### src/rtl/prog_clk_div.sv
// prog_clk_div: run-time programmable integer clock divider with a load/busy handshake.
// New ratios take effect only at an output-period boundary, so no phase is ever cut short.
`default_nettype none

module prog_clk_div #(
    parameter int CNT_W       = 8,
    parameter int DEFAULT_DIV = 4
) (
    input  logic             clk_in,
    input  logic             reset_n,
    input  logic [CNT_W-1:0] div_val,
    input  logic             div_load,
    output logic             div_busy,
    output logic             div_err,
    output logic             clk_out,
    output logic             rise_stb,
    output logic [CNT_W-1:0] cur_div
);

    localparam logic [CNT_W-1:0] ONE     = CNT_W'(1);
    localparam logic [CNT_W-1:0] MIN_DIV = CNT_W'(2);
    localparam logic [CNT_W-1:0] RST_DIV = CNT_W'(DEFAULT_DIV);
    localparam logic [CNT_W-1:0] RST_CNT = CNT_W'(DEFAULT_DIV - 1);

    typedef enum logic [0:0] {
        RUN  = 1'b0,
        PEND = 1'b1
    } state_t;

    state_t           state;
    logic [CNT_W-1:0] cnt;
    logic [CNT_W-1:0] shadow;

    logic             wrap;
    logic             apply;
    logic             load_ok;
    logic             load_bad;
    logic [CNT_W-1:0] cnt_next;
    logic [CNT_W-1:0] period_n;
    logic [CNT_W:0]   high_len;

    always_comb begin
        wrap     = (cnt == (cur_div - ONE));
        apply    = wrap && (state == PEND);
        load_ok  = div_load && (div_val >= MIN_DIV);
        load_bad = div_load && (div_val <  MIN_DIV);
        cnt_next = wrap ? '0 : (cnt + ONE);
        // The edge that adopts a new ratio already shapes its first high phase.
        period_n = apply ? shadow : cur_div;
        // One extra bit keeps ceil(N/2) exact at the maximum ratio.
        high_len = ({1'b0, period_n} + {{CNT_W{1'b0}}, 1'b1}) >> 1;
    end

    always_ff @(posedge clk_in or negedge reset_n) begin
        if (!reset_n) begin
            state    <= RUN;
            cnt      <= RST_CNT;
            cur_div  <= RST_DIV;
            shadow   <= RST_DIV;
            clk_out  <= 1'b0;
            rise_stb <= 1'b0;
            div_err  <= 1'b0;
        end else begin
            cnt      <= cnt_next;
            clk_out  <= ({1'b0, cnt_next} < high_len);
            rise_stb <= (cnt_next == '0);
            div_err  <= load_bad;

            case (state)
                RUN: begin
                    if (load_ok) begin
                        shadow <= div_val;
                        state  <= PEND;
                    end
                end
                PEND: begin
                    if (apply) begin
                        cur_div <= shadow;
                        state   <= RUN;
                    end
                    // A legal load on the boundary edge queues for the next boundary.
                    if (load_ok) begin
                        shadow <= div_val;
                        state  <= PEND;
                    end
                end
                default: state <= RUN;
            endcase
        end
    end

    assign div_busy = (state == PEND);

endmodule

`default_nettype wire

### config.mk
export PLATFORM = sky130hd
export DESIGN_NAME = prog_clk_div
export DESIGN_NICKNAME = d
export VERILOG_FILES = /design/src/rtl/prog_clk_div.sv
export SDC_FILE = /design/constraint.sdc
export NUM_CORES = 1
export LEC_CHECK = 0
export BUFFER_PORTS_ARGS = -buffer_cell sky130_fd_sc_hd__buf_2
export CORE_MARGIN = 5
export CORE_UTILIZATION = 40
export DETAILED_ROUTE_END_ITERATION = 10
export SYNTH_ARGS = -nofsm -noshare
export SYNTH_HDL_FRONTEND = slang
export SYNTH_SLANG_ARGS = --single-unit
### constraint.sdc
create_clock -name clk_in -period 4.9 [get_ports clk_in]
set_input_delay 0.245 -clock clk_in [delete_from_list [all_inputs] [get_ports clk_in]]
set_output_delay 0.245 -clock clk_in [all_outputs]
set_load 0.02 [all_outputs]
Word-level counts from Yosys, hierarchy flattened --
Index checks and enable logic that the tools add are counted.
Operators by class: multiplexer cells 7, order comparisons 3, reduce and logical (&&, ||, !) cells 4, bitwise gates (word level) 1, equality and inequality tests 1, $add $sub $neg 3
Operators with widths (number):
- $mux 8 | 3
- $add 8x1->9 const B | 1
- $add 8x1->8 const B | 1
- $eq 8x8->1 | 1
- $ge 8x2->1 const B | 1
- $logic_not 8->1 | 1
- $lt 8x2->1 const B | 1
- $lt 8x8->1 | 1
- $sub 8x1->8 const B | 1
- $logic_and 1x1->1 | 3
- $mux 1 | 3
- $pmux 1 s2 | 1
- $not 1->1 | 1
Word-level totals: output and inout port bits 12, word-level logic and storage cells 26, input port bits 11, bits in registers 28

Logic depth before layout (Yosys ltp) --
depth in word-level cells 6, gate-level depth with buffers 20

Worst setup path before layout --
OpenSTA, ideal clock, no wires.
path type register to register, start reg cur_div[3], end reg clk_out, stages on the path, launching flop included 19, data required time 4.818 ns, slack 0.845 ns, library setup time 0.082 ns, arrival time 3.972 ns, clock period less this slack 4.055 ns, cell sequence dfrtp_1 -> buf_4 -> or3_4 -> or4_4 -> a21o_1 -> a2111o_1 -> buf_6 -> buf_6 -> mux2_4 -> ha_1 -> nand3_1 -> nor2_1 -> xnor2_1 -> nand2_1 -> o21ai_0 -> ha_1 -> a2111oi_0 -> nand2_1 -> o22ai_1
On the way: longest elaborated chain between the ends 6
RTL lines:
- start, declared | RTL line 17 | output logic [CNT_W-1:0] cur_div
- start signal, assigned | RTL line 78 | cur_div <= shadow;
- $sub 8x1->8 | RTL line 43 | wrap = (cnt == (cur_div - ONE));
- $eq 8x8->1 | RTL line 43
- $logic_and 1x1->1 | RTL line 44 | apply = wrap && (state == PEND);
- $mux 8
- named net period_n[1] | RTL line 39 | logic [CNT_W-1:0] period_n;
- $add 8x1->9 | RTL line 51 | high_len = ({1'b0, period_n} + {{CNT_W{1'b0}}, 1'b1}) >> 1;
- $lt 8x8->1 | RTL line 65 | clk_out <= ({1'b0, cnt_next} < high_len);
- end signal, assigned | RTL line 65
- end, declared | RTL line 15 | output logic clk_out,
The timed path passes the listed nets, and every way through them passes these cells. A chain may end at the register's enable or synchronous reset.

Final worst setup path --
Ends and elaborated chain as after synthesis.

==> flow_metrics.env <==
export IMPL_synthXorXnorAreaFrac_pct=13.1
export IMPL_worstMarginPinSlew_ns=0.619
export IMPL_rsz0062_at_grt="no"
export IMPL_p_seq_share_pct=63.2
export IMPL_syn_area_um2=1930
export IMPL_switching_share_pct=22.4
export IMPL_setup_viol=0
export IMPL_hpwl_um=3150
export IMPL_slew_violations=0
export IMPL_ys_seq_elements=28
export IMPL_cts_tree="built"
export IMPL_syn_area_per_cell_um2=9.60
export IMPL_drt_wl_total_um=4080
export IMPL_core_um2=4690
export IMPL_synth_edf_count=0
export IMPL_p_leak_nw=0.982
export IMPL_ys_warn_count=0
export IMPL_detail_route_wl_per_cell_um=15.1
export IMPL_power_switching_mw=0.0876
export IMPL_async_flop_share_pct=100
export IMPL_final_fill_count=469
export IMPL_synth_cell_types=44
export IMPL_grt_pass1_wl_um=6920
export IMPL_synthFlopType="dfrtp_1"
export IMPL_crit_path_max_fanout=10
export IMPL_antenna_found_initial=0
export IMPL_required_ns=5.09
export IMPL_die_width_um=79.5
export IMPL_hold_viol=0
export IMPL_grt_overflow_total=0
export IMPL_drtIter0Drc=79
export IMPL_synthSimpleGateAreaFrac_pct=20.2
export IMPL_path_clk_slew_ns=0.09
export IMPL_placementRows=25
export IMPL_period_minus_slack_ns=4.19
export IMPL_use_met1_pct=18.8
export IMPL_synth_top_family_by_area="simple AND/OR/NAND/NOR gates"
export IMPL_vias_per_cell=5.39
export IMPL_route_detailed_drc=0
export IMPL_first_pass_iters=4
export IMPL_finalNonFillerCells=270
export IMPL_synth_compound_area_share_pct=8.94
export IMPL_root_buffer="clkbuf_8"
export IMPL_cp_end_kind="register"
export IMPL_post_route_period_util_pct=85.5
export IMPL_clock_sinks=28
export IMPL_grt_busiest_layer="met2"
export IMPL_die_area_um2=6320
export IMPL_drive_above_1_share_pct=22.2
export IMPL_cp_cell_sequence="or3_4 > or4_4 > a21o_1 > a2111o_1 > mux2_4 > ha_1 > nand3_1 > nor2_1 > xnor2_1 > nand2_1 > o21ai_0 > ha_1 > a2111oi_0 > nand2_1 > o22ai_1"
export IMPL_syn2layout_area_growth_pct=8.68
export IMPL_path_class="reg2reg"
export IMPL_final_setup_tns_ns=0
export IMPL_seq_area_frac_synth_pct=36.6
export IMPL_maxSlewHeadroom_pct=58.8
export IMPL_multi_input_area_um2=1130
export IMPL_seq_area_um2=706
export IMPL_status="finished, final reports clean"
export IMPL_dp_cells=266
export IMPL_io_pins=23
export IMPL_clockBufferDepth=2
export IMPL_fmax_mhz=239
export IMPL_crit_path_top_delay_cell="a2111o_1"
export IMPL_antenna_cells=0
export IMPL_maxCapViolations=0
export IMPL_slowest_delay_ns=0.60
export IMPL_htreeDepth=1
export IMPL_grt_pass1_vias=1449
export IMPL_p_int_mw=0.303
export IMPL_vias=1454
export IMPL_track_usage_pct=13.7
export IMPL_power_frac_comb_pct=5.8
export IMPL_synthMuxAreaShare_pct=9.98
export IMPL_max_vdd_ir_drop_uv=91.1
export IMPL_powerDensity_nw_per_um2=186
export IMPL_yosys_area_share_adder_pct=6.48
export IMPL_grt_use_met2_pct=22.6
export IMPL_globalRouteMet3Util_pct=2.37
export IMPL_clk_latency_ns=0.27
export IMPL_crit_path_start_kind="register"
export IMPL_port_buffers=22
export IMPL_clock_power_share_pct=31.0
export IMPL_clock_skew_ns=0.00168
export IMPL_gp_congestion=0.823
export IMPL_syn_inst=201
export IMPL_fp_dieH_um=79.5
export IMPL_synth_nets=222
export IMPL_antenna_left=0
export IMPL_worst_ep_arrival_time_ns=4.38
export IMPL_grt_max_degree=29
export IMPL_hp_class="in2reg"
export IMPL_numCtsBuffers=3
export IMPL_finalNetCount=239
export IMPL_start_util_pct=41.1
power groups by stage:
stage                     clock network (mW)  registers (mW)  logic (mW)
after detailed placement                   0           0.251      0.0230
after floorplan                            0           0.248      0.0122
after global placement                     0           0.251      0.0227
after global routing                   0.137           0.248      0.0272
final                                  0.121           0.247      0.0228
after CTS                              0.131           0.247      0.0236
cell usage after synthesis, drive strengths merged (5+ instances only):
cell     n  area (µm²)
o21ai    5        25.0
dfrtp   24         601
xor2    11        96.3
ha      10         125
nor3     6        30.0
clkbuf   8        30.0
nand3    9        45.0
nor2    13        48.8
nand2   29         109
mux2    13         173
buf      5        46.3
xnor2   17         156
per-layer routing:
layer  vias up  wire [µm]
li1        731          -
met1       698       2000
met2        23       1900
met3         2        164
met4         0         15
met5         -          0
path summary, 6_finish.rpt:
path,from,end,slack [ns],cells after the start
worst max-delay path,cur_div[3],clk_out,0.71,15
worst min-delay path,div_val[2],shadow[2],0.17,3
worst max register to register,cur_div[3],clk_out,0.71,15
worst min register to register,shadow[2],shadow[2],0.50,2
max in group asynchronous,reset_n,shadow[3],3.98,2
min in group asynchronous,reset_n,cur_div[7],0.52,2
worst max-delay path, delay by kind of cell, from the launching register on:
family,cells,cell delay [ns]
compound gates,5,1.39
mux,1,0.36
simple gates,6,1.23
fa+ha+maj,2,0.47
xor+xnor,1,0.12
flops,1,0.52
final cells by class:
type	count	area share [%]
timing repair buffer	25	6.44
tap	54	3.22
clock buffer	3	1.97
sequential	28	33.6
inverter	4	0.716
multi-input combinational	156	54.0
state kept, by name, summed over array words and instances, names as in the netlist:
signal / count
cnt: 8
clk_out: 1
shadow: 8
div_err: 1
cur_div: 8
div_busy: 1
rise_stb: 1
kinds of logic after synthesis:
family          after synthesis
compound gates               24
xor+xnor                     28
fa+ha+maj                    10
buf+inv                      17
flops                        28
mux                          15
simple gates                 79
cells in the final DEF (no fill, tap or decap), drive strengths merged, types with 6 or more instances in the layout:
cell,instances
buf,24
ha,10
mux2,13
xnor2,17
nor3,6
dfrtp,24
nand3,9
nand2,29
xor2,11
nor2,13
through the flow:
stage / instance area (µm²) / setup slack (ns) / utilization [%] / power (mW) / hold WS [ns]
CTS: 2100 / 0.712 / 44.7 / 0.401 / 0.165
global route: 2100 / 0.443 / 44.7 / 0.413 / 0.182
global placement: 2050 / 0.767 / 43.6 / 0.274 / 0.305
finish: 2100 / 0.711 / 44.7 / 0.391 / 0.173
detailed placement: 2050 / 0.749 / 43.6 / 0.274 / 0.305
floorplan: 1930 / 0.845 / - / 0.260 / -0.0506
what timing repair did:
| item | 4_1_cts | 5_1_grt |
|---|---|---|
| hold buffers | 1 | 0 |
| setup buffers | 0 | 0 |
| gates resized for setup | 0 | 0 |
| hold endpoints to repair | 11 | 0 |
Power figures use the tool's default switching activity.
